===== src/rtl/as_jtag_mem_loader_pkg.sv =====
// Shared types and chain field offsets for the JTAG memory loader.
package as_pack;

    typedef enum logic [1:0] {
        CMD_NOP      = 2'd0,
        CMD_SET_ADDR = 2'd1,
        CMD_WRITE    = 2'd2,
        CMD_READ     = 2'd3
    } jtag_mem_cmd_t;

    typedef enum logic [1:0] {
        IDLE    = 2'd0,
        WR_STB  = 2'd1,
        RD_STB  = 2'd2,
        RD_WAIT = 2'd3
    } loader_state_t;

    localparam int CMD_LSB   = 0;
    localparam int CMD_WIDTH = 2;
    localparam int SEL_LSB   = CMD_LSB + CMD_WIDTH;

    function automatic int sel_width_of(input int nr_targets);
        return (nr_targets > 1) ? $clog2(nr_targets) : 1;
    endfunction

    function automatic int addr_lsb(input int sel_width);
        return SEL_LSB + sel_width;
    endfunction

    function automatic int data_lsb(input int sel_width, input int addr_width);
        return addr_lsb(sel_width) + addr_width;
    endfunction

endpackage


===== src/rtl/as_jtag_mem_loader_if.sv =====
// Memory-side bus between the loader and its attached target memories.
interface as_jtag_mem_loader_if #(
    parameter int addr_width = 10,
    parameter int data_width = 32,
    parameter int nr_targets = 2
);
    logic [addr_width-1:0]            mem_addr_o;
    logic [data_width-1:0]            mem_wdata_o;
    logic [nr_targets-1:0]            mem_we_o;
    logic [nr_targets-1:0]            mem_re_o;
    logic [nr_targets*data_width-1:0] mem_rdata_i;
    logic                             mux_sel_o;

    modport master (
        output mem_addr_o, mem_wdata_o, mem_we_o, mem_re_o, mux_sel_o,
        input  mem_rdata_i
    );

    modport slave (
        input  mem_addr_o, mem_wdata_o, mem_we_o, mem_re_o, mux_sel_o,
        output mem_rdata_i
    );
endinterface


===== src/rtl/as_jtag_dr_shift.sv =====
// JTAG data register: capture/shift chain plus the update-edge latch of the data field.
module as_jtag_dr_shift #(
    parameter int chain_len = 45,
    parameter int upd_lsb   = 13
) (
    input  logic                         tck,
    input  logic                         tap_rst_s,
    input  logic                         dr_shift,
    input  logic                         dr_clock,
    input  logic                         dr_upd,
    input  logic                         ser_in,
    input  logic [chain_len-1:0]         capture_data,
    output logic                         ser_out,
    output logic                         upd_edge,
    output logic [upd_lsb-1:0]           ctrl_fields,
    output logic [chain_len-upd_lsb-1:0] upd_data
);
    logic [chain_len-1:0]         chain_r;
    logic [chain_len-upd_lsb-1:0] upd_r;
    logic                         upd_q;

    assign upd_edge    = dr_upd & ~upd_q;
    assign ser_out     = chain_r[0];
    assign ctrl_fields = chain_r[upd_lsb-1:0];
    assign upd_data    = upd_r;

    // Chain capture/shift, update-level history and data-field latch.
    always_ff @(posedge tck or posedge tap_rst_s) begin
        if (tap_rst_s) begin
            chain_r <= '0;
            upd_r   <= '0;
            upd_q   <= 1'b0;
        end else begin
            upd_q <= dr_upd;
            if (dr_clock && !dr_shift) begin
                chain_r <= capture_data;
            end else if (dr_clock && dr_shift) begin
                chain_r <= {ser_in, chain_r[chain_len-1:1]};
            end else begin
                chain_r <= chain_r;
            end
            if (upd_edge) begin
                upd_r <= chain_r[chain_len-1:upd_lsb];
            end else begin
                upd_r <= upd_r;
            end
        end
    end
endmodule


===== src/rtl/as_jtag_mem_loader.sv =====
// TCK-domain memory access port: decodes DR commands and drives reads/writes into nr_targets memories.
module as_jtag_mem_loader
    import as_pack::*;
#(
    parameter int addr_width = 10,
    parameter int data_width = 32,
    parameter int nr_targets = 2,
    parameter int rd_latency = 1
) (
    input  logic                 tck_i,
    input  logic                 tap_rst_s,
    input  logic                 dr_shift_i,
    input  logic                 dr_clock_i,
    input  logic                 dr_upd_i,
    input  logic                 ser_i,
    output logic                 ser_o,
    output logic                 busy_o,
    as_jtag_mem_loader_if.master mem
);
    localparam int sel_width = sel_width_of(nr_targets);
    localparam int chain_len = 2 + sel_width + addr_width + data_width;
    localparam int addr_lo   = addr_lsb(sel_width);
    localparam int data_lo   = data_lsb(sel_width, addr_width);
    localparam logic [sel_width:0] nr_targets_w = (sel_width+1)'(nr_targets);
    localparam logic [1:0] last_wait = 2'(rd_latency - 1);

    loader_state_t         state_r, state_nxt_s;
    jtag_mem_cmd_t         cmd_s;
    logic [data_lo-1:0]    ctrl_s;
    logic [data_width-1:0] upd_data_s;
    logic [chain_len-1:0]  cap_s;
    logic [sel_width-1:0]  sel_f_s, sel_r, sel_cap_s;
    logic [addr_width-1:0] addr_f_s, ptr_r;
    logic [data_width-1:0] rd_data_r, sel_rdata_s;
    logic [nr_targets-1:0] sel_onehot_s, we_r, re_r;
    logic [1:0]            wait_cnt_r;
    logic upd_edge_s, sel_ok_s, err_r, wrap_r, rd_valid_r, mux_sel_r, busy_r;
    logic set_addr_s, err_set_s, flag_clr_s, rd_issue_s, rd_done_s, ptr_inc_s;

    as_jtag_dr_shift #(.chain_len(chain_len), .upd_lsb(data_lo)) u_dr (
        .tck(tck_i), .tap_rst_s(tap_rst_s), .dr_shift(dr_shift_i), .dr_clock(dr_clock_i),
        .dr_upd(dr_upd_i), .ser_in(ser_i), .capture_data(cap_s), .ser_out(ser_o),
        .upd_edge(upd_edge_s), .ctrl_fields(ctrl_s), .upd_data(upd_data_s)
    );

    assign cmd_s    = jtag_mem_cmd_t'(ctrl_s[CMD_LSB +: CMD_WIDTH]);
    assign sel_f_s  = ctrl_s[SEL_LSB +: sel_width];
    assign addr_f_s = ctrl_s[addr_lo +: addr_width];
    assign sel_ok_s = ({1'b0, sel_f_s} < nr_targets_w);
    assign cap_s    = {rd_data_r, ptr_r, sel_cap_s, err_r, rd_valid_r};

    assign mem.mem_addr_o  = ptr_r;
    assign mem.mem_wdata_o = upd_data_s;
    assign mem.mem_we_o    = we_r;
    assign mem.mem_re_o    = re_r;
    assign mem.mux_sel_o   = mux_sel_r;
    assign busy_o          = busy_r;

    // Wrap flag is only reported when the select field has a spare MSB.
    always_comb begin
        sel_cap_s = sel_r;
        if (sel_width > 1) begin
            sel_cap_s[sel_width-1] = wrap_r;
        end else begin
            sel_cap_s = sel_r;
        end
    end

    // Target decode: one-hot strobe mask and read-data select.
    always_comb begin
        sel_onehot_s = '0;
        sel_rdata_s  = '0;
        for (int k = 0; k < nr_targets; k++) begin
            if (sel_r == sel_width'(k)) begin
                sel_onehot_s[k] = 1'b1;
                sel_rdata_s     = mem.mem_rdata_i[k*data_width +: data_width];
            end else begin
                sel_onehot_s[k] = 1'b0;
            end
        end
    end

    // Next-state and command decode; any update edge outside IDLE is an error.
    always_comb begin
        state_nxt_s = state_r;
        set_addr_s  = 1'b0;
        err_set_s   = 1'b0;
        flag_clr_s  = 1'b0;
        rd_issue_s  = 1'b0;
        rd_done_s   = 1'b0;
        ptr_inc_s   = 1'b0;
        case (state_r)
            IDLE: begin
                if (upd_edge_s) begin
                    case (cmd_s)
                        CMD_NOP:      flag_clr_s = 1'b1;
                        CMD_SET_ADDR: begin
                            if (sel_ok_s) begin
                                set_addr_s = 1'b1;
                            end else begin
                                err_set_s = 1'b1;
                            end
                        end
                        CMD_WRITE:    state_nxt_s = WR_STB;
                        CMD_READ: begin
                            state_nxt_s = RD_STB;
                            rd_issue_s  = 1'b1;
                        end
                        default:      state_nxt_s = IDLE;
                    endcase
                end else begin
                    state_nxt_s = IDLE;
                end
            end
            WR_STB: begin
                state_nxt_s = IDLE;
                ptr_inc_s   = 1'b1;
                err_set_s   = upd_edge_s;
            end
            RD_STB: begin
                state_nxt_s = RD_WAIT;
                err_set_s   = upd_edge_s;
            end
            RD_WAIT: begin
                err_set_s = upd_edge_s;
                if (wait_cnt_r == last_wait) begin
                    state_nxt_s = IDLE;
                    rd_done_s   = 1'b1;
                    ptr_inc_s   = 1'b1;
                end else begin
                    state_nxt_s = RD_WAIT;
                end
            end
            default: state_nxt_s = IDLE;
        endcase
    end

    // State, pointer, sticky flags, read-back data and registered strobes.
    always_ff @(posedge tck_i or posedge tap_rst_s) begin
        if (tap_rst_s) begin
            state_r    <= IDLE;
            wait_cnt_r <= 2'd0;
            ptr_r      <= '0;
            sel_r      <= '0;
            err_r      <= 1'b0;
            wrap_r     <= 1'b0;
            rd_valid_r <= 1'b0;
            rd_data_r  <= '0;
            we_r       <= '0;
            re_r       <= '0;
            mux_sel_r  <= 1'b0;
            busy_r     <= 1'b0;
        end else begin
            state_r    <= state_nxt_s;
            wait_cnt_r <= (state_r == RD_WAIT) ? wait_cnt_r + 2'd1 : 2'd0;
            if (set_addr_s) begin
                ptr_r <= addr_f_s;
                sel_r <= sel_f_s;
            end else if (ptr_inc_s) begin
                ptr_r <= ptr_r + addr_width'(1);
                sel_r <= sel_r;
            end else begin
                ptr_r <= ptr_r;
                sel_r <= sel_r;
            end
            if (flag_clr_s) begin
                err_r  <= 1'b0;
                wrap_r <= 1'b0;
            end else begin
                err_r  <= err_r | err_set_s;
                wrap_r <= wrap_r | (ptr_inc_s & (&ptr_r));
            end
            if (rd_issue_s) begin
                rd_valid_r <= 1'b0;
                rd_data_r  <= rd_data_r;
            end else if (rd_done_s) begin
                rd_valid_r <= 1'b1;
                rd_data_r  <= sel_rdata_s;
            end else begin
                rd_valid_r <= rd_valid_r;
                rd_data_r  <= rd_data_r;
            end
            we_r      <= (state_nxt_s == WR_STB) ? sel_onehot_s : '0;
            re_r      <= (state_nxt_s == RD_STB) ? sel_onehot_s : '0;
            mux_sel_r <= (state_nxt_s != IDLE);
            busy_r    <= (state_nxt_s != IDLE);
        end
    end
endmodule


===== src/flat_wrapper.sv =====
// flat-port wrapper written by rule: the top's interface ports become plain ports
module as_jtag_mem_loader_flat import as_pack::*;
#(
    parameter int addr_width = 10,
    parameter int data_width = 32,
    parameter int nr_targets = 2,
    parameter int rd_latency = 1
)
  (tck_i, tap_rst_s, dr_shift_i, dr_clock_i, dr_upd_i, ser_i, ser_o, busy_o, mem_mem_addr_o, mem_mem_wdata_o, mem_mem_we_o, mem_mem_re_o, mem_mux_sel_o, mem_mem_rdata_i);
  as_jtag_mem_loader_if #(.addr_width(addr_width), .data_width(data_width), .nr_targets(nr_targets)) mem_i ();
  input  logic tck_i;
  input  logic tap_rst_s;
  input  logic dr_shift_i;
  input  logic dr_clock_i;
  input  logic dr_upd_i;
  input  logic ser_i;
  output logic ser_o;
  output logic busy_o;
  output wire logic [$bits(mem_i.mem_addr_o)-1:0] mem_mem_addr_o;
  output wire logic [$bits(mem_i.mem_wdata_o)-1:0] mem_mem_wdata_o;
  output wire logic [$bits(mem_i.mem_we_o)-1:0] mem_mem_we_o;
  output wire logic [$bits(mem_i.mem_re_o)-1:0] mem_mem_re_o;
  output wire logic [$bits(mem_i.mux_sel_o)-1:0] mem_mux_sel_o;
  input wire logic [$bits(mem_i.mem_rdata_i)-1:0] mem_mem_rdata_i;
  assign mem_mem_addr_o = mem_i.mem_addr_o;
  assign mem_mem_wdata_o = mem_i.mem_wdata_o;
  assign mem_mem_we_o = mem_i.mem_we_o;
  assign mem_mem_re_o = mem_i.mem_re_o;
  assign mem_mux_sel_o = mem_i.mux_sel_o;
  assign mem_i.mem_rdata_i = mem_mem_rdata_i;
  as_jtag_mem_loader #(.addr_width(addr_width), .data_width(data_width), .nr_targets(nr_targets), .rd_latency(rd_latency)) u_core (.tck_i(tck_i), .tap_rst_s(tap_rst_s), .dr_shift_i(dr_shift_i), .dr_clock_i(dr_clock_i), .dr_upd_i(dr_upd_i), .ser_i(ser_i), .ser_o(ser_o), .busy_o(busy_o), .mem(mem_i));
endmodule

===== config.mk =====
export PLATFORM = sky130hd
export DESIGN_NAME = as_jtag_mem_loader_flat
export DESIGN_NICKNAME = d
export VERILOG_FILES = /design/src/rtl/as_jtag_mem_loader_pkg.sv /design/src/rtl/as_jtag_mem_loader_if.sv /design/src/rtl/as_jtag_dr_shift.sv /design/src/rtl/as_jtag_mem_loader.sv /design/src/flat_wrapper.sv
export SDC_FILE = /design/constraint.sdc
export NUM_CORES = 1
export LEC_CHECK = 0
export CAP_MARGIN = 0
export CELL_PAD_IN_SITES_DETAIL_PLACEMENT = 1
export CELL_PAD_IN_SITES_GLOBAL_PLACEMENT = 1
export CORE_AREA = 2 2 155 157
export DETAILED_ROUTE_END_ITERATION = 12
export DIE_AREA = 0 0 157 159
export PLACE_DENSITY_LB_ADDON = 0.1
export SYNTH_ARGS = -nofsm -noshare
export SYNTH_HDL_FRONTEND = slang
export SYNTH_SLANG_ARGS = --single-unit

===== constraint.sdc =====
create_clock -name tck_i -period 5.65 [get_ports tck_i]
set_clock_uncertainty 0.1 [all_clocks]
set_input_delay 0.8475 -clock tck_i [delete_from_list [all_inputs] [get_ports tck_i]]
set_output_delay 0.8475 -clock tck_i [all_outputs]
set_load 0.01 [all_outputs]

# Word-level counts from Yosys, hierarchy flattened
# Cells that the tools add are included.
dict set report word_totals {
  register_bits 132
  latchBits 0
  mem_bits_rw 0
  rom_bits 0
  in_bits 70
  out_inout_bits 49
  word_cells 69
  memories 0
}
dict set report classes {
  add_sub_neg 2
  n_mul 0
  div_mod_pow 0
  n_lt_le_gt_ge 0
  n_eq_ne 8
  shifts 0
  mux 30
  n_bitwise 4
  n_reduce_logical 12
}
# operator n
set ops {}
lappend ops {{$mux 45} 2}
lappend ops {{$mux 32} 1}
lappend ops {{$mux 10} 2}
lappend ops {{$mux 1} 16}
lappend ops {{$add 10x1->10 const B} 1}
lappend ops {{$eq 2x2->1 const B} 5}
lappend ops {{$mux 2} 5}
lappend ops {{$pmux 2 s4} 1}
lappend ops {{$reduce_bool 2->1} 4}
lappend ops {{$eq 2x1->1 const B} 3}
lappend ops {{$logic_not 2->1} 3}
lappend ops {{$pmux 1 s2} 2}
lappend ops {{$pmux 2 s2} 1}
lappend ops {{$reduce_or 3->1} 1}
lappend ops {{$add 2x1->2 const B} 1}
lappend ops {{$logic_and 1x1->1} 2}
lappend ops {{$not 1->1} 2}
lappend ops {{$reduce_and 2->1} 1}
lappend ops {{$and 1x1->1} 1}
lappend ops {{$logic_not 1->1} 1}
lappend ops {{$or 1x1->1} 1}

# Longest topological paths before layout
# Gate-level depths: netlist (run 1).
dict set report depth {
  word_depth 6
  depth_mapped 7
  depth_no_buf 6
}

# Cells and area by module
# From an unflattened synthesis (run 1), not the netlist that was laid out.
dict set report hier_totals {
  hier_cells 529
  area_unflattened_um2 6029.5
}
# mod n_inst cells_per_inst area_per_inst_um2
set by_module_without_submodules {}
lappend by_module_without_submodules {as_jtag_dr_shift 1 280 3522.1}
lappend by_module_without_submodules {as_jtag_mem_loader 1 249 2507.4}

# Worst setup path after synthesis (run 1)
# No wires, ideal clock.
dict set report synth_path {
  path_type {input port to flip-flop}
  startpoint {input dr_upd_i}
  endpoint {register u_core.ptr_r[7], in the netlist u_core.mem.mem_addr_o[7]}
  t_arrival_ns 1.953
  required_ns 5.424
  slack_ns 3.471
  cell_stages 4
  cell_sequence {or3b_1 -> o22ai_4 -> a21bo_1 -> a221o_1}
}
dict set report synth_between {
  elab_chain_cells 4
  word_cells_on_any_way 5
}
# element line
set synth_rtl {}
lappend synth_rtl {{from (decl)} flat_wrapper.sv:15} ;# input logic dr_upd_i;
lappend synth_rtl {{$and 1x1->1 (*)} as_jtag_dr_shift.sv:22} ;# assign upd_edge = dr_upd & ~upd_q;
lappend synth_rtl {{$mux 1 (*)} as_jtag_mem_loader.sv:94} ;# if (upd_edge_s) begin
lappend synth_rtl {{$mux 1 (*)} as_jtag_mem_loader.sv:92} ;# case (state_r)
lappend synth_rtl {{$mux 10 or $reduce_bool 2->1 (tied branches)} --}
lappend synth_rtl {{to (signal assigned)} as_jtag_mem_loader.sv:157} ;# ptr_r <= addr_f_s;
lappend synth_rtl {{to (signal assigned)} as_jtag_mem_loader.sv:160} ;# ptr_r <= ptr_r + addr_width'(1);
lappend synth_rtl {{to (signal assigned)} as_jtag_mem_loader.sv:163} ;# ptr_r <= ptr_r;
lappend synth_rtl {{to (decl)} as_jtag_mem_loader.sv:33} ;# logic [addr_width-1:0] addr_f_s, ptr_r;
# Mark *: on every way between the ends. The rest lies on a longest branch, timed or not.
# A chain may end at the register's enable or synchronous reset.

# Worst setup path in the final report (run 1)
dict set report layout_path {
  startpoint {input dr_upd_i}
  endpoint {register u_core.ptr_r[1], in the netlist u_core.mem.mem_addr_o[1]}
}
# Same word-level chain as after synthesis.

==> impl_results.html, run 1 <==
<table>
<tr><th>Metric</th><th>Value</th></tr>
<tr><th colspan="2">Outcome</th></tr>
<tr><td>Run status</td><td>completed</td></tr>
<tr><th colspan="2">Timing</th></tr>
<tr><td>Remaining max-slew budget at the tightest pin</td><td>34.3%</td></tr>
<tr><td>Accumulated negative setup slack</td><td>0 ns</td></tr>
<tr><td>Max Transition Viols Final</td><td>0</td></tr>
<tr><td>Post-layout worst setup margin</td><td>3.04 ns</td></tr>
<tr><td>F_max</td><td>roughly 0.38 GHz</td></tr>
<tr><td>Final count of negative-setup-slack endpoints</td><td>0</td></tr>
<tr><td>Final period util</td><td>46.2%</td></tr>
<tr><td>Crit path time final</td><td>2.61 ns</td></tr>
<tr><td>Worst-Margin Slew</td><td>just under 1 ns</td></tr>
<tr><td>Final count of hold timing violations</td><td>0</td></tr>
<tr><td>Setup repair after global routing missed its margin</td><td>no</td></tr>
<tr><th colspan="2">Floorplan</th></tr>
<tr><td>Count of pins on the block boundary</td><td>119</td></tr>
<tr><td>X dimension of the die</td><td>157 µm</td></tr>
<tr><td>Area of the core region</td><td>23200 µm²</td></tr>
<tr><td>Effective utilization at floorplan</td><td>24.9%</td></tr>
<tr><td>Vertical die dimension</td><td>159 µm</td></tr>
<tr><td>Placement Rows</td><td>56</td></tr>
<tr><td>Overall die area</td><td>25000 µm²</td></tr>
<tr><th colspan="2">Worst setup path</th></tr>
<tr><td>Chain of cells forming the critical path</td><td>clkdlybuf4s50_1 -&gt; or3b_1 -&gt; nor2_1 -&gt; a22oi_1 -&gt; o21ai_0</td></tr>
<tr><td>Worst setup SP type</td><td>input port</td></tr>
<tr><td>WS Path Type</td><td>input port to flip-flop</td></tr>
<tr><td>Number of cells traversed by the worst register-to-register path</td><td>4</td></tr>
<tr><td>Worst-path cell with the longest stage delay</td><td>sky130_fd_sc_hd__nor2_1</td></tr>
<tr><td>Largest fanout on the critical path</td><td>12</td></tr>
<tr><td>Critical path depth</td><td>5</td></tr>
<tr><td>Nature of the critical path endpoint</td><td>flip-flop</td></tr>
<tr><td>Data required time at the worst endpoint</td><td>5.88 ns</td></tr>
<tr><td>Combined buffer and inverter count along the critical path</td><td>1</td></tr>
<tr><td>Cell family contributing the most delay on the critical path</td><td>simple AND/OR/NAND/NOR gates</td></tr>
<tr><td>Max incr delay on CP</td><td>between 0.6 and 0.7 ns</td></tr>
<tr><td>Arrival @ worst endpoint</td><td>2.84 ns</td></tr>
<tr><th colspan="2">Route</th></tr>
<tr><td>Remaining antenna violation count</td><td>0</td></tr>
<tr><td>Iteration-0 DRC Markers</td><td>119</td></tr>
<tr><td>Routed length per instance</td><td>15.4 µm</td></tr>
<tr><td>Total vias in the final route</td><td>4142</td></tr>
<tr><td>Per-cell via count in the routed design</td><td>4.36</td></tr>
<tr><td>Post-Route WL</td><td>14.6 mm</td></tr>
<tr><td>Residual DRC count</td><td>0</td></tr>
<tr><td>Detailed Routing Iterations Pass 1</td><td>4</td></tr>
<tr><th colspan="2">Placed design</th></tr>
<tr><td>Port Buffers</td><td>~120</td></tr>
<tr><td>Cell total after placement</td><td>919</td></tr>
<tr><td>Detailed Place HPWL</td><td>9.48 mm</td></tr>
<tr><td>Setup slack at placement</td><td>2.57 ns</td></tr>
<tr><td>Last weighted congestion value of the routability-driven placer</td><td>0.684</td></tr>
<tr><th colspan="2">Global route</th></tr>
<tr><td>Pin count of the biggest net entering global routing</td><td>91</td></tr>
<tr><td>Total congestion overflow after global routing</td><td>0</td></tr>
<tr><td>Initial antenna violation count</td><td>0</td></tr>
<tr><td>Tot GR Track Use</td><td>12.6%</td></tr>
<tr><td>Via count of the first global-routing pass</td><td>4626</td></tr>
<tr><td>First-pass GRT wire length</td><td>24.6 mm</td></tr>
<tr><th colspan="2">Run</th></tr>
<tr><td>Maxcap violations</td><td>0</td></tr>
<tr><th colspan="2">Min path</th></tr>
<tr><td>Instance count along the most critical hold path</td><td>2</td></tr>
<tr><td>Class of the most critical hold timing path</td><td>flip-flop to flip-flop</td></tr>
<tr><th colspan="2">Finish</th></tr>
<tr><td>FILL cells</td><td>2501</td></tr>
<tr><td>Commonest cells after routing, fill and taps aside</td><td>131 x sky130_fd_sc_hd__dfrtp_1, 116 x sky130_fd_sc_hd__clkdlybuf4s50_1, 77 x sky130_fd_sc_hd__mux2i_1</td></tr>
<tr><td>Antenna fix cells</td><td>0</td></tr>
<tr><td>Most frequent standard cell in the layout excluding fill and tap cells</td><td>sky130_fd_sc_hd__dfrtp_1</td></tr>
<tr><td>Nets</td><td>691</td></tr>
<tr><td>Post-route core utilization</td><td>34.1%</td></tr>
<tr><td>Share of post-route cells with drive strength above 1</td><td>12.3%</td></tr>
<tr><td>Syn-to-layout area delta</td><td>37.2%</td></tr>
<tr><td>Final std cells w/o fill</td><td>around 950</td></tr>
<tr><th colspan="2">Logic synthesis</th></tr>
<tr><td>Share of Yosys cell area claimed by the top area cell type</td><td>57.3%</td></tr>
<tr><td>Biggest area consumer among synthesized cells</td><td>sky130_fd_sc_hd__dfrtp_1</td></tr>
<tr><td>Post-synthesis sequential area ratio</td><td>57.3%</td></tr>
<tr><td>Number of flops mapped to enable cells by yosys</td><td>0</td></tr>
<tr><td>Syn_area_per_cell</td><td>11.3 µm²</td></tr>
<tr><td>Count of distinct cell types in the synthesized netlist</td><td>35</td></tr>
<tr><td>Total number of yosys warnings</td><td>0</td></tr>
<tr><td>Register bit total from synthesis</td><td>about 130</td></tr>
<tr><td>Cell area after synthesis</td><td>5770 µm²</td></tr>
<tr><td>Cells after Synth</td><td>512</td></tr>
<tr><td>Dominant synthesized flop cell</td><td>sky130_fd_sc_hd__dfrtp_1</td></tr>
<tr><td>Fraction of synthesis flops using an asynchronous set or reset pin</td><td>100%</td></tr>
<tr><td>Synth top area cells</td><td>sky130_fd_sc_hd__dfrtp_1 57%, sky130_fd_sc_hd__mux2i_1 13%, sky130_fd_sc_hd__mux2_2 6.3%</td></tr>
<tr><td>Net count after synthesis</td><td>584</td></tr>
<tr><th colspan="2">Clock tree</th></tr>
<tr><td>Clock Pin Slew Worst Setup and Hold Paths</td><td>0.06 ns</td></tr>
<tr><td>Clock tree from TritonCTS</td><td>done</td></tr>
<tr><td>Number of sinks driven by the clock tree</td><td>between 100 and 150</td></tr>
<tr><td>Root buf cell</td><td>sky130_fd_sc_hd__clkbuf_16</td></tr>
<tr><td>Number of H-tree branching levels</td><td>4</td></tr>
<tr><td>Largest buffer count on any clock path</td><td>2</td></tr>
<tr><td>Clock insertion delay at the later pin of the skew report</td><td>0.41 ns</td></tr>
<tr><td>CTS Buf Count</td><td>17</td></tr>
<tr><td>Number of cells upsized or downsized after cts</td><td>0</td></tr>
<tr><td>Number of buffers added for setup after CTS</td><td>0</td></tr>
<tr><td>Hold-fix buffer count after cts</td><td>0</td></tr>
<tr><th colspan="2">Power</th></tr>
<tr><td>Largest voltage drop on the vdd net</td><td>about 0.16 mV</td></tr>
<tr><td>Power per unit of standard cell area</td><td>513 nW/µm²</td></tr>
<tr><td>Leakage power</td><td>3.38 nW</td></tr>
<tr><td>Total power of the final layout</td><td>4.06 mW</td></tr>
</table>
[worst register-to-register path, stage by stage, from the launching register on]
cell and delay (ns):
sky130_fd_sc_hd__dfrtp_1 0.49, sky130_fd_sc_hd__or3b_4 0.46, sky130_fd_sc_hd__nor2_1 0.68, sky130_fd_sc_hd__a22oi_1 0.20, sky130_fd_sc_hd__o21ai_0 0.12
[cells by family (layout without fill, tap and decap cells)]
group	after synthesis	count (layout)	synth area share [%]
mux	109	109	19.6
simple gates	125	125	9.44
fa+ha+maj	2	2	0.434
xor+xnor	1	1	0.152
compound gates	101	101	9.96
buf+inv	42	162	3.10
flops	132	132	57.3
[synth_stat cells, types with 3 or more instances]
| master | count |
|---|---|
| sky130_fd_sc_hd__a21bo_1 | 3 |
| sky130_fd_sc_hd__a21oi_1 | 45 |
| sky130_fd_sc_hd__a221o_1 | 5 |
| sky130_fd_sc_hd__and3_1 | 3 |
| sky130_fd_sc_hd__buf_2 | 8 |
| sky130_fd_sc_hd__clkbuf_1 | 23 |
| sky130_fd_sc_hd__dfrtp_1 | 132 |
| sky130_fd_sc_hd__inv_1 | 8 |
| sky130_fd_sc_hd__mux2_2 | 32 |
| sky130_fd_sc_hd__mux2i_1 | 77 |
| sky130_fd_sc_hd__nand2_1 | 44 |
| sky130_fd_sc_hd__nand3_1 | 5 |
| sky130_fd_sc_hd__nor2_1 | 53 |
| sky130_fd_sc_hd__nor3_1 | 5 |
| sky130_fd_sc_hd__o21ai_0 | 41 |
[worst paths after layout]
path	startpoint	to	slack, ns
worst max-delay path	dr_upd_i	u_core.mem.mem_addr_o[1]	3.04
worst min-delay path	u_core.rd_data_r[28]	u_core.rd_data_r[28]	0.38
worst max register to register	u_core.u_dr.chain_r[0]	u_core.mem.mem_addr_o[1]	3.52
worst min register to register	u_core.rd_data_r[28]	u_core.rd_data_r[28]	0.38
max in group asynchronous	tap_rst_s	u_core.rd_data_r[27]	3.43
min in group asynchronous	tap_rst_s	u_core.u_dr.chain_r[7]	0.86
[area by class of cell]
cell class / count / area, µm² / share of cell area [%]
clock buffers: 17 / 425 / 5.38
well taps: 319 / 399 / 5.04
multi-input cells: 338 / 2290 / 29.0
flip-flops and latches: 132 / 3300 / 41.8
repair buffers: 122 / 1200 / 15.2
inverters: 8 / 35.0 / 0.443
clock inverters: 15 / 254 / 3.21
[power by group]
group | switching [mW] | internal (mW) | leakage, nW
combinational | 0.514 | 0.637 | 1.52
clock | 0.433 | 0.832 | 0.316
sequential | 0.321 | 1.32 | 1.54
[sequential cells by signal, summed over array words and instances, names as in the netlist]
name,flops
u_core.sel_cap_s,1
u_core.u_dr.upd_data,32
u_core.mem.mem_re_o,2
u_core.mem.mem_we_o,2
u_core.rd_valid_r,1
u_core.rd_data_r,32
u_core.err_r,1
u_core.mem.mem_addr_o,10
u_core.u_dr.chain_r,45
u_core.wait_cnt_r,2
u_core.mem.mux_sel_o,1
u_core.state_r,2
u_core.u_dr.upd_q,1
[routing by layer]
metal	global-route usage (%)	share of wire, %
met5	0	0
met4	4.00	1.2
met3	3.40	3.8
met2	21.2	49
met1	15.7	46
[stage by stage]
stage	hold slack, ns	cell area [µm²]
4_1_cts	0.386	7910
3_5_place_dp	0.371	7230
2_1_floorplan	0.345	5770
5_1_grt	0.408	7910
6_report	0.375	7910
3_3_place_gp	0.366	7230
No activity file was read; power rests on OpenSTA's default activity.
==> inputs of run 2 (changes only) <==
Clock period 5.65 ns to 2.1 ns, I/O delays scaled along.
==> impl_results.html, run 2 (synthesis gave the netlist of run 1 again) <==
<table>
<tr><th>Metric</th><th>Value</th></tr>
<tr><th colspan="2">Outcome</th></tr>
<tr><td>Run status</td><td>completed</td></tr>
<tr><th colspan="2">Floorplan</th></tr>
<tr><td>Overall die area</td><td>25000 µm² (unchanged)</td></tr>
<tr><td>Effective utilization at floorplan</td><td>24.9% (unchanged)</td></tr>
<tr><td>Count of pins on the block boundary</td><td>119 (unchanged)</td></tr>
<tr><td>Area of the core region</td><td>23200 µm² (unchanged)</td></tr>
<tr><td>X dimension of the die</td><td>157 µm (unchanged)</td></tr>
<tr><td>Placement Rows</td><td>56 (unchanged)</td></tr>
<tr><td>Vertical die dimension</td><td>159 µm (unchanged)</td></tr>
<tr><th colspan="2">Finish</th></tr>
<tr><td>Nets</td><td>714 (+3.3%)</td></tr>
<tr><td>Antenna fix cells</td><td>0 (unchanged)</td></tr>
<tr><td>Most frequent standard cell in the layout excluding fill and tap cells</td><td>sky130_fd_sc_hd__dfrtp_1</td></tr>
<tr><td>Syn-to-layout area delta</td><td>39.9%</td></tr>
<tr><td>Cell area after layout</td><td>8070 µm² (+1.9%)</td></tr>
<tr><td>Register containing the most flip-flops in the final layout</td><td>u_core.u_dr.chain_r</td></tr>
<tr><td>Share of post-route cells with drive strength above 1</td><td>15.4% (+3.1 points)</td></tr>
<tr><td>Number of flip-flops under the largest register name</td><td>45 (unchanged)</td></tr>
<tr><td>Commonest cells after routing, fill and taps aside</td><td>131 x sky130_fd_sc_hd__dfrtp_1, 116 x sky130_fd_sc_hd__clkdlybuf4s50_1, 77 x sky130_fd_sc_hd__mux2i_1</td></tr>
<tr><th colspan="2">Clock tree</th></tr>
<tr><td>Number of cells upsized or downsized after cts</td><td>0 (unchanged)</td></tr>
<tr><td>Clock tree from TritonCTS</td><td>done</td></tr>
<tr><td>Number of sinks driven by the clock tree</td><td>132 (unchanged)</td></tr>
<tr><td>Hold-fix buffer count after cts</td><td>0 (unchanged)</td></tr>
<tr><td>Root buf cell</td><td>sky130_fd_sc_hd__clkbuf_16</td></tr>
<tr><td>Number of buffers added for setup after CTS</td><td>0 (unchanged)</td></tr>
<tr><td>Number of H-tree branching levels</td><td>4 (unchanged)</td></tr>
<tr><td>Largest buffer count on any clock path</td><td>2 (unchanged)</td></tr>
<tr><td>Clock insertion delay at the later pin of the skew report</td><td>0.42 ns (about the same)</td></tr>
<tr><td>CTS Buf Count</td><td>17 (unchanged)</td></tr>
<tr><td>Clock Pin Slew Worst Setup and Hold Paths</td><td>0.06 ns (about the same)</td></tr>
<tr><th colspan="2">Power</th></tr>
<tr><td>Power per unit of standard cell area</td><td>1310 nW/µm² (+160%)</td></tr>
<tr><td>Largest voltage drop on the vdd net</td><td>0.418 mV (+170%)</td></tr>
<tr><td>Total power of the final layout</td><td>10.6 mW (+160%)</td></tr>
<tr><td>Leakage power</td><td>3.47 nW (+2.7%)</td></tr>
<tr><th colspan="2">Route</th></tr>
<tr><td>Residual DRC count</td><td>0 (unchanged)</td></tr>
<tr><td>Per-cell via count in the routed design</td><td>4.42 (+1.6%)</td></tr>
<tr><td>Detailed Routing Iterations Pass 1</td><td>4 (unchanged)</td></tr>
<tr><td>Total vias in the final route</td><td>4309 (+4.0%)</td></tr>
<tr><td>Routed length per instance</td><td>15.2 µm (-1.0%)</td></tr>
<tr><td>Iteration-0 DRC Markers</td><td>81 (-32%)</td></tr>
<tr><td>Remaining antenna violation count</td><td>0 (unchanged)</td></tr>
<tr><td>Post-Route WL</td><td>14.8 mm (+1.3%)</td></tr>
<tr><th colspan="2">Worst setup path</th></tr>
<tr><td>Critical register-to-register path endpoint</td><td>u_core.mem.mem_addr_o[9]</td></tr>
<tr><td>FF-to-FF Start</td><td>u_core.wait_cnt_r[0]</td></tr>
<tr><td>Data required time at the worst endpoint</td><td>2.34 ns (-3.54 ns)</td></tr>
<tr><td>Nature of the critical path endpoint</td><td>flip-flop</td></tr>
<tr><td>Worst setup SP type</td><td>flip-flop</td></tr>
<tr><td>Setup slack of the most critical reg-to-reg path</td><td>0.15 ns (-3.37 ns)</td></tr>
<tr><td>Largest fanout on the critical path</td><td>11 (-1)</td></tr>
<tr><td>WS Path Type</td><td>flip-flop to flip-flop</td></tr>
<tr><td>Number of cells traversed by the worst register-to-register path</td><td>6 (+2)</td></tr>
<tr><td>Launch point of the worst path</td><td>u_core.wait_cnt_r[0]</td></tr>
<tr><td>Arrival @ worst endpoint</td><td>2.18 ns (-0.66 ns)</td></tr>
<tr><th colspan="2">Timing</th></tr>
<tr><td>Final period util</td><td>92.8%</td></tr>
<tr><td>Accumulated negative setup slack</td><td>0 ns (unchanged)</td></tr>
<tr><td>Final count of negative-setup-slack endpoints</td><td>0 (unchanged)</td></tr>
<tr><td>Final count of hold timing violations</td><td>0 (unchanged)</td></tr>
<tr><td>Setup repair after global routing missed its margin</td><td>no</td></tr>
<tr><td>Worst-Margin Slew</td><td>0.596 ns (-0.389 ns)</td></tr>
<tr><td>Max Transition Viols Final</td><td>0 (unchanged)</td></tr>
<tr><td>Post-layout worst setup margin</td><td>0.151 ns (-2.89 ns)</td></tr>
<tr><td>Crit path time final</td><td>1.95 ns</td></tr>
<tr><td>F_max</td><td>0.513 GHz</td></tr>
<tr><td>Remaining max-slew budget at the tightest pin</td><td>60.3% (+26 points)</td></tr>
<tr><th colspan="2">Placed design</th></tr>
<tr><td>Setup slack at placement</td><td>-0.0992 ns (-2.67 ns)</td></tr>
<tr><td>Last weighted congestion value of the routability-driven placer</td><td>0.701 (+2.5%)</td></tr>
<tr><td>Detailed Place HPWL</td><td>10.0 mm (+5.5%)</td></tr>
<tr><td>Port Buffers</td><td>118 (unchanged)</td></tr>
<tr><td>Total placed instance area</td><td>7500 µm² (+3.8%)</td></tr>
<tr><th colspan="2">Global route</th></tr>
<tr><td>Initial antenna violation count</td><td>0 (unchanged)</td></tr>
<tr><td>Via count of the first global-routing pass</td><td>4789 (+3.5%)</td></tr>
<tr><td>Total congestion overflow after global routing</td><td>0 (unchanged)</td></tr>
<tr><td>First-pass GRT wire length</td><td>25.1 mm (+2.2%)</td></tr>
<tr><td>Tot GR Track Use</td><td>12.9% (+0.26 points)</td></tr>
<tr><td>Pin count of the biggest net entering global routing</td><td>91 (unchanged)</td></tr>
<tr><th colspan="2">Run</th></tr>
<tr><td>Maxcap violations</td><td>0 (unchanged)</td></tr>
<tr><th colspan="2">Min path</th></tr>
<tr><td>Class of the most critical hold timing path</td><td>input port to async pin</td></tr>
</table>
==> run 2: per-stage QoR <==
step,cells,util [%],hold WS [ns]
6_report,974,34.8,0.0908
3_3_place_gp,942,32.4,0.363
3_5_place_dp,942,32.4,0.365
4_1_cts,974,34.8,0.0869
5_1_grt,974,34.8,0.101
2_1_floorplan,512,-,0.246
==> run 2: how the worst max path moves through the flow <==
stage / end / depth (start not counted)
floorplan: u_core.err_r / 1
global placement: u_core.mem.mem_addr_o[7] / 5
detailed placement: u_core.mem.mem_addr_o[5] / 5
CTS: u_core.mem.mem_addr_o[9] / 6
global route: u_core.mem.mem_addr_o[9] / 6
finish: u_core.mem.mem_addr_o[9] / 6
==> run 2: area by class of cell <==
type,count,area [µm²]
clock buffers,18,429
clock inverters,14,130
fillers,2532,15100
inverters,8,33.8
multi-input cells,338,2290
flip-flops and latches,132,3300
well taps,319,399
repair buffers,145,1480
==> run 2: per-layer routing <==
metal	wire length (µm)	global-route usage (%)
met1	6740	15.8
met2	7310	21.5
met3	593	3.59
met4	177	4.63
met5	0	0
==> run 2: where the power goes <==
part	internal [mW]	switching [mW]
logic	1.92	1.45
registers	3.55	0.830
clock network	1.64	1.18
total	7.11	3.46
==> run 2: worst max-delay path, stage by stage (launching register included) <==
cell	delay (ns)
sky130_fd_sc_hd__dfrtp_1	0.36
sky130_fd_sc_hd__inv_1	0.08
sky130_fd_sc_hd__ha_1	0.22
sky130_fd_sc_hd__and2b_1	0.20
sky130_fd_sc_hd__nand2b_2	0.28
sky130_fd_sc_hd__or4_1	0.55
sky130_fd_sc_hd__nand4_1	0.09
